`config.mk`:
```
export PLATFORM = sky130hd
export DESIGN_NAME = i2s_rx_flat
export DESIGN_NICKNAME = d
export VERILOG_FILES = /design/src/rtl/i2s_rx_if.sv /design/src/rtl/i2s_rx.sv /design/src/flat_wrapper.sv
export SDC_FILE = /design/constraint.sdc
export NUM_CORES = 1
export LEC_CHECK = 0
export ABC_AREA = 1
export BUFFER_PORTS_ARGS = -buffer_cell sky130_fd_sc_hd__buf_2
export CORE_ASPECT_RATIO = 0.7
export CORE_UTILIZATION = 40
export DETAILED_ROUTE_END_ITERATION = 7
export SETUP_SLACK_MARGIN = 0.05
export SKIP_LAST_GASP = 1
export SYNTH_ARGS = -nofsm -noshare
export SYNTH_HDL_FRONTEND = slang
export SYNTH_SLANG_ARGS = --single-unit
```
`constraint.sdc`:
```
create_clock -name i_clk -period 1.9 [get_ports i_clk]
set_input_delay 0.38 -clock i_clk [delete_from_list [all_inputs] [get_ports i_clk]]
set_output_delay 0.38 -clock i_clk [all_outputs]
set_load 0.1 [all_outputs]
```
`src/rtl/i2s_rx_if.sv`:
```
// I2S receiver bundle: raw asynchronous I2S inputs plus the decoded sample-pair outputs.
// Latency: none; this file only groups wires.
// Backpressure: none; the stream is free-running, so o_valid/o_err are strobes with no ready.
`timescale 1ns/1ps
interface i2s_rx_if #(
  parameter int DW = 24
);
  logic                 i_bclk;
  logic                 i_lrck;
  logic                 i_sdata;
  logic signed [DW-1:0] o_left;
  logic signed [DW-1:0] o_right;
  logic                 o_valid;
  logic                 o_err;

  // Stream/codec side: drives the serial lines and observes the decoded pair.
  modport master (
    output i_bclk, i_lrck, i_sdata,
    input  o_left, o_right, o_valid, o_err
  );

  // Receiver side.
  modport slave (
    input  i_bclk, i_lrck, i_sdata,
    output o_left, o_right, o_valid, o_err
  );
endinterface

```
`src/rtl/i2s_rx.sv`:
```
// I2S stereo deserializer: oversamples BCLK/LRCK/SDATA in i_clk and emits one signed DW-bit L/R pair per frame.
// Latency: o_valid rises SYNC_STAGES+2 i_clk edges after the raw BCLK rise of the right word's last bit is registered.
// Backpressure: none; o_valid/o_err are single-cycle strobes and o_left/o_right hold until the next pair.
`timescale 1ns/1ps
module i2s_rx #(
  parameter int DW          = 24,
  parameter int SYNC_STAGES = 2
) (
  input logic     i_clk,
  input logic     i_rst_n,
  i2s_rx_if.slave bus
);
  localparam int CW = $clog2(DW + 1);

  typedef enum logic [1:0] {S_IDLE, S_DELAY, S_SHIFT, S_DONE} state_t;

  logic [SYNC_STAGES-1:0] r_bclk_sync, r_lrck_sync, r_sdata_sync;
  logic                   r_bclk_prev, r_rise, r_lrck_smp, r_sdata_smp;
  logic                   r_lrck_last, r_have_lr;
  logic                   w_bclk, w_rise, w_lr_chg;

  state_t                 r_state, w_state_nxt;
  logic [DW-1:0]          r_shift, w_shift_nxt;
  logic [CW-1:0]          r_bit_cnt, w_cnt_nxt, w_cnt_inc;
  logic                   r_slot_lr, w_slot_lr_nxt;
  logic                   r_done, w_done_nxt, r_done_lr;
  logic                   r_err, w_err_nxt;

  logic [DW-1:0]          r_hold, r_left, r_right;
  logic                   r_left_ok, r_valid, r_err_o;

  assign w_bclk    = r_bclk_sync[SYNC_STAGES-1];
  assign w_rise    = w_bclk & ~r_bclk_prev;
  // The very first sampled LRCK after reset only seeds the history; it can never
  // look like a slot boundary, so capture never begins mid-word.
  assign w_lr_chg  = r_rise & r_have_lr & (r_lrck_smp != r_lrck_last);
  assign w_cnt_inc = r_bit_cnt + CW'(1);

  // Synchronize the async inputs, detect BCLK rise, sample LRCK/SDATA on it and keep LRCK history.
  always_ff @(posedge i_clk or negedge i_rst_n) begin
    if (!i_rst_n) begin
      r_bclk_sync  <= '0;
      r_lrck_sync  <= '0;
      r_sdata_sync <= '0;
      r_bclk_prev  <= 1'b0;
      r_rise       <= 1'b0;
      r_lrck_smp   <= 1'b0;
      r_sdata_smp  <= 1'b0;
      r_lrck_last  <= 1'b0;
      r_have_lr    <= 1'b0;
    end else begin
      r_bclk_sync  <= {r_bclk_sync[SYNC_STAGES-2:0], bus.i_bclk};
      r_lrck_sync  <= {r_lrck_sync[SYNC_STAGES-2:0], bus.i_lrck};
      r_sdata_sync <= {r_sdata_sync[SYNC_STAGES-2:0], bus.i_sdata};
      r_bclk_prev  <= w_bclk;
      r_rise       <= w_rise;
      if (w_rise) begin
        r_lrck_smp  <= r_lrck_sync[SYNC_STAGES-1];
        r_sdata_smp <= r_sdata_sync[SYNC_STAGES-1];
      end
      if (r_rise) begin
        r_lrck_last <= r_lrck_smp;
        r_have_lr   <= 1'b1;
      end
    end
  end

  // Slot FSM state register; r_done_lr trails r_slot_lr so the commit stage sees the finished word's channel.
  always_ff @(posedge i_clk or negedge i_rst_n) begin
    if (!i_rst_n) begin
      r_state   <= S_IDLE;
      r_shift   <= '0;
      r_bit_cnt <= '0;
      r_slot_lr <= 1'b0;
      r_done    <= 1'b0;
      r_done_lr <= 1'b0;
      r_err     <= 1'b0;
    end else begin
      r_state   <= w_state_nxt;
      r_shift   <= w_shift_nxt;
      r_bit_cnt <= w_cnt_nxt;
      r_slot_lr <= w_slot_lr_nxt;
      r_done    <= w_done_nxt;
      r_done_lr <= r_slot_lr;
      r_err     <= w_err_nxt;
    end
  end

  // Slot FSM next state. The rise that reveals the LRCK change carries the one-bit
  // delay (previous word's LSB), so DELAY waits for the MSB on the following rise.
  always_comb begin
    w_state_nxt   = r_state;
    w_shift_nxt   = r_shift;
    w_cnt_nxt     = r_bit_cnt;
    w_slot_lr_nxt = r_slot_lr;
    w_done_nxt    = 1'b0;
    w_err_nxt     = 1'b0;
    unique case (r_state)
      S_IDLE, S_DONE: begin
        if (w_lr_chg) begin
          w_state_nxt   = S_DELAY;
          w_slot_lr_nxt = r_lrck_smp;
          w_cnt_nxt     = '0;
        end
      end
      S_DELAY: begin
        if (r_rise) begin
          w_shift_nxt = {r_shift[DW-2:0], r_sdata_smp};
          w_cnt_nxt   = CW'(1);
          w_state_nxt = S_SHIFT;
        end
      end
      S_SHIFT: begin
        if (r_rise) begin
          w_shift_nxt = {r_shift[DW-2:0], r_sdata_smp};
          w_cnt_nxt   = w_cnt_inc;
          if (w_cnt_inc == CW'(DW)) begin
            // Completion wins over a coincident LRCK change; that change then opens the next slot.
            w_done_nxt = 1'b1;
            if (w_lr_chg) begin
              w_state_nxt   = S_DELAY;
              w_slot_lr_nxt = r_lrck_smp;
              w_cnt_nxt     = '0;
            end else begin
              w_state_nxt = S_DONE;
            end
          end else if (w_lr_chg) begin
            w_err_nxt     = 1'b1;
            w_state_nxt   = S_DELAY;
            w_slot_lr_nxt = r_lrck_smp;
            w_cnt_nxt     = '0;
          end
        end
      end
      default: w_state_nxt = S_IDLE;
    endcase
  end

  // Commit finished words: left waits in r_hold, a right word publishes the pair only if a good left preceded it.
  // r_shift is stable here since BCLK rises are at least four i_clk cycles apart.
  always_ff @(posedge i_clk or negedge i_rst_n) begin
    if (!i_rst_n) begin
      r_hold    <= '0;
      r_left    <= '0;
      r_right   <= '0;
      r_left_ok <= 1'b0;
      r_valid   <= 1'b0;
      r_err_o   <= 1'b0;
    end else begin
      r_valid <= 1'b0;
      r_err_o <= r_err;
      if (r_err) begin
        r_left_ok <= 1'b0;
      end else if (r_done) begin
        if (!r_done_lr) begin
          r_hold    <= r_shift;
          r_left_ok <= 1'b1;
        end else if (r_left_ok) begin
          r_left    <= r_hold;
          r_right   <= r_shift;
          r_valid   <= 1'b1;
          r_left_ok <= 1'b0;
        end
      end
    end
  end

  assign bus.o_left  = r_left;
  assign bus.o_right = r_right;
  assign bus.o_valid = r_valid;
  assign bus.o_err   = r_err_o;
endmodule

```
`src/flat_wrapper.sv`:
```
// flat-port wrapper written by rule: the top's interface ports become plain ports
module i2s_rx_flat 
#(
  parameter int DW          = 24,
  parameter int SYNC_STAGES = 2
)
  (i_clk, i_rst_n, bus_i_bclk, bus_i_lrck, bus_i_sdata, bus_o_left, bus_o_right, bus_o_valid, bus_o_err);
  i2s_rx_if #(.DW(DW)) bus_i ();
  input logic i_clk;
  input logic i_rst_n;
  input wire logic [$bits(bus_i.i_bclk)-1:0] bus_i_bclk;
  input wire logic [$bits(bus_i.i_lrck)-1:0] bus_i_lrck;
  input wire logic [$bits(bus_i.i_sdata)-1:0] bus_i_sdata;
  output wire logic [$bits(bus_i.o_left)-1:0] bus_o_left;
  output wire logic [$bits(bus_i.o_right)-1:0] bus_o_right;
  output wire logic [$bits(bus_i.o_valid)-1:0] bus_o_valid;
  output wire logic [$bits(bus_i.o_err)-1:0] bus_o_err;
  assign bus_i.i_bclk = bus_i_bclk;
  assign bus_i.i_lrck = bus_i_lrck;
  assign bus_i.i_sdata = bus_i_sdata;
  assign bus_o_left = bus_i.o_left;
  assign bus_o_right = bus_i.o_right;
  assign bus_o_valid = bus_i.o_valid;
  assign bus_o_err = bus_i.o_err;
  i2s_rx #(.DW(DW), .SYNC_STAGES(SYNC_STAGES)) u_core (.i_clk(i_clk), .i_rst_n(i_rst_n), .bus(bus_i));
endmodule
```
==> impl_summary.md <==
Run status
The run finished with clean final reports.

Logic synthesis
By area, the combinational part of the netlist is dominated by simple AND/OR/NAND/NOR gates. During synthesis, Yosys emitted a total of 0 warnings. The dominant synthesized flop cell is sky130_fd_sc_hd__dfrtp_1. The fraction of the mapped netlist area in simple logic gates is 0.1635. The xor/xnor share of the synthesized area is 0.001898.

A synthesized cell averages 9.905 um^2. The number of flip-flops and latches in the synthesized netlist is 122. The share of flip-flops with an asynchronous set or reset after synthesis is 1.000. When the netlist entered floorplanning its net count stood at 475.

Of the synthesized area, sequential elements account for 0.6614. The adder-cell share of the synthesized area is 0.01084. The compound-gate portion of the synthesized area is 0.09786. The number of cells produced by synthesis is 466. Counting flops with a built-in enable in the synthesized netlist gives 0.

After synthesis, the share of cell area in mux cells is 0.002440. The netlist area before placement is 4616 um^2. Yosys mapped the design onto 22 distinct sky130hd cell types.

Clock tree
No sink is reached through more buffers than the 2 on the longest clock path. The cell chosen for the clock root is sky130_fd_sc_hd__clkbuf_16. The number of clock buffers inserted by TritonCTS is 17. The H-tree level count is 4.

TritonCTS built the clock tree. The clock-pin slew reported for the worst setup and hold paths after clock tree synthesis is 0.05 ns. The number of sinks handled by clock tree synthesis is 122. Once the clock tree was built, the setup fixing pass inserted 0 buffers.

Clock latency on the worst-skew pair, taken at its later pin, is 0.40 ns.

Hold path
Along the worst hold path, the cell count comes to 1. In this run the most critical hold path is launched from bus_i_bclk. The worst-case hold path end point is u_core.r_bclk_sync[0]. The tightest min-delay check is of the primary input to flip-flop type.

Finish
The ratio of cells with drive above 1 in the final layout is 0.2026. 0 antenna diodes ended up in the layout. The finished layout holds 696 standard cells, fillers aside. The area of all placed cells without fillers is 5677 um^2. The final net count is 539.

Once layout is complete, the utilization of the core stands at 0.5100. From synthesis to final layout, the design area changed by 22.99%.

Critical path
The endpoint arrival time on the critical path is 1.24 ns. STA classifies the critical path endpoint as an output port. The largest stage delay on the critical path is 0.45 ns. The maximum fanout along the worst path is 2. Measured in cells, the most critical reg-to-reg path has a length of 10. Among all stages on the critical path, the largest delay is contributed by sky130_fd_sc_hd__buf_2. The worst reg-to-reg setup slack is 0.30 ns. In this run the critical register-to-register path is captured at u_core.r_bit_cnt[2]. Broken down by cell family, the worst path's largest delay share belongs to buffers and inverters. The number of buffers and inverters on the critical path is 1. At the worst endpoint, the required time is 1.52 ns. The critical path startpoint category is a flip-flop.

Walking the worst path, the cells encountered are buf_2. The startpoint identified for the worst register-to-register timing path is u_core.r_state[0]. The critical path start-end classification is flip-flop to output port.

Route
In the final routed layout, each cell accounts on average for 12.40 um. The DRC marker count from the first detailed-route iteration is 154. The routed layout has 3159 vias.

Using the TritonRoute via totals, the vias-per-cell ratio works out to 4.539. The first TritonRoute pass finished after 4 iterations. The DRC violations left is 0. The number of antenna-violating nets in the routed design is 0. For this block, the routed nets add up to 8629 um of wire.

Placed design
Port buffering added 54 buffers. The half-perimeter wire length after detailed placement is 5630 um. The placer congestion estimate is 0.7898.

The cell area after placement is 5092 um^2. The placed instance count is 663.

Global route
The total overflow left after global routing is 0. The via count of the first global-routing pass is 3141. The number of antenna violations at the first check in global routing is 0.

The first global-routing pass estimated 15160 um of wire. Entering global routing, the biggest net connects 50 pins. Across every metal layer, demand over resource in global routing totals 0.1664.

Floorplan
From bottom edge to top edge, the die measures 91.88 um. In this run the core area contains 32 standard-cell rows. The core footprint is 11130 um^2. For this configuration, the core starts out at a cell density of 0.4147. Pin placement for this block handled 55 I/O pins. The die width is 130.4 um. The overall die area is 11980 um^2.

Timing
Derived from the worst setup path, the maximum achievable clock frequency is 616.7 MHz. Of the available clock period, the critical path in the final layout requires 0.8535. The worst pin sits at a relative slew slack of 0.6725. The setup violation total in the final timing report is 0. Setup repair after global routing left no endpoint under its margin. The final total negative setup slack is 0 ns. The number of pins with negative max-slew slack in the final report is 0. The hold violation count in the final report is 0. Clock skew on the completed layout was measured at 0.004105 ns. The transition time at the pin with the least slew margin is 0.4913 ns. The final critical path time including I/O delays and setup is 1.622 ns.

Power and ir drop
The total chip power is 6.628 mW. The peak supply drop is 601.3 uV. The power density over the cells is 1168 nW/um^2. In this run the static leakage power is 2.904 nW.

Flow run
Across the run, the number of max-cap violations was 0.
-- worst max-delay path by stage --
stage,from,to,slack (ns),depth (start not counted)
4_1_cts,u_core.bus.o_left[4],bus_o_left[4],0.25,1
6_report,u_core.bus.o_left[4],bus_o_left[4],0.28,1
3_5_place_dp,u_core.r_state[0],u_core.r_bit_cnt[0],0.32,10
3_3_place_gp,u_core.r_state[0],u_core.r_bit_cnt[0],0.42,10
5_1_grt,u_core.r_state[0],u_core.r_bit_cnt[2],0.11,10
2_1_floorplan,u_core.r_state[0],u_core.r_shift[23],0.46,6
-- sequential cells by signal (all words and copies together) (netlist names), 2 cells and up --
signal and flops:
u_core.r_bit_cnt 5, u_core.r_bclk_sync 2, u_core.bus.o_left 24, u_core.r_state 2, u_core.r_sdata_sync 2, u_core.bus.o_right 24, u_core.r_shift 24, u_core.r_hold 24
u_core.r_lrck_sync 2
-- area by class of cell --
type                       count  area (um^2)
tap                          153        191.4
sequential                   122         3053
multi-input combinational    280         1289
fill                        1054         5454
clock inverter                 8        92.59
timing repair buffer          64        400.4
clock buffer                  24        481.7
inverter                      45        168.9
-- routing by layer --
metal	track usage	wire, um	vias up
li1	-	-	1589
met1	0.2321	4455	1489
met2	0.2456	3635	69
met3	0.03617	396	12
met4	0.08238	142	0
met5	0	0	-
-- stage by stage --
| stage | hold WS [ns] | setup WS (ns) |
|---|---|---|
| after floorplan | 0.08441 | 0.4561 |
| after global placement | 0.3331 | 0.4184 |
| after detailed placement | 0.3347 | 0.3153 |
| after CTS | 0.06636 | 0.2454 |
| after global routing | 0.06907 | 0.1100 |
| final | 0.08479 | 0.2784 |
-- placed cells by master, fill, tap and decap left out, types with 2 or more instances in the layout --
cell,count
sky130_fd_sc_hd__clkbuf_16,17
sky130_fd_sc_hd__dfrtp_1,122
sky130_fd_sc_hd__nor2_1,11
sky130_fd_sc_hd__buf_2,53
sky130_fd_sc_hd__clkinv_2,5
sky130_fd_sc_hd__ha_1,4
sky130_fd_sc_hd__a21oi_1,2
sky130_fd_sc_hd__nand2_1,168
sky130_fd_sc_hd__nor3_1,2
sky130_fd_sc_hd__buf_4,6
sky130_fd_sc_hd__o21ai_1,12
sky130_fd_sc_hd__inv_2,2
sky130_fd_sc_hd__clkbuf_8,3
sky130_fd_sc_hd__buf_12,4
sky130_fd_sc_hd__o21ai_2,12
sky130_fd_sc_hd__o21ai_0,54
sky130_fd_sc_hd__nand3_1,7
sky130_fd_sc_hd__inv_1,43
sky130_fd_sc_hd__bufinv_16,2
sky130_fd_sc_hd__clkbuf_1,4
-- synthesized netlist by cell type, drive strengths merged, types with 2 or more instances --
library cell / number / area share
clkbuf: 5 / 0.0041
buf: 14 / 0.021
dfrtp: 122 / 0.66
ha: 4 / 0.011
nand2: 168 / 0.14
a21oi: 2 / 0.0022
o21ai: 78 / 0.094
inv: 45 / 0.037
nor2: 12 / 0.0098
nand3: 8 / 0.0087
nor3: 3 / 0.0057
-- power by group --
part / leakage (nW) / switching, mW / internal, mW
clock: 0.284 / 1.05 / 2.02
combinational: 0.958 / 0.477 / 0.203
sequential: 1.66 / 0.103 / 2.77
-- kinds of logic (layout without fill, tap and decap cells) --
family	count (synthesis)	in the layout
and+or+nand+nor	193	193
DFF	122	122
adders and majority gates	4	4
muxes	1	1
AOI/OAI and AO/OA	81	81
buffers and inverters	64	141
xor gates and xnor gates	1	1
-- repair_timing --
| item | 4_1_cts | 5_1_grt |
|---|---|---|
| resized for setup | 0 | 0 |
| hold buffers | 1 | 0 |
| hold endpoints to repair | 32 | 0 |
Note: power is estimated with default switching activity, not from simulation.
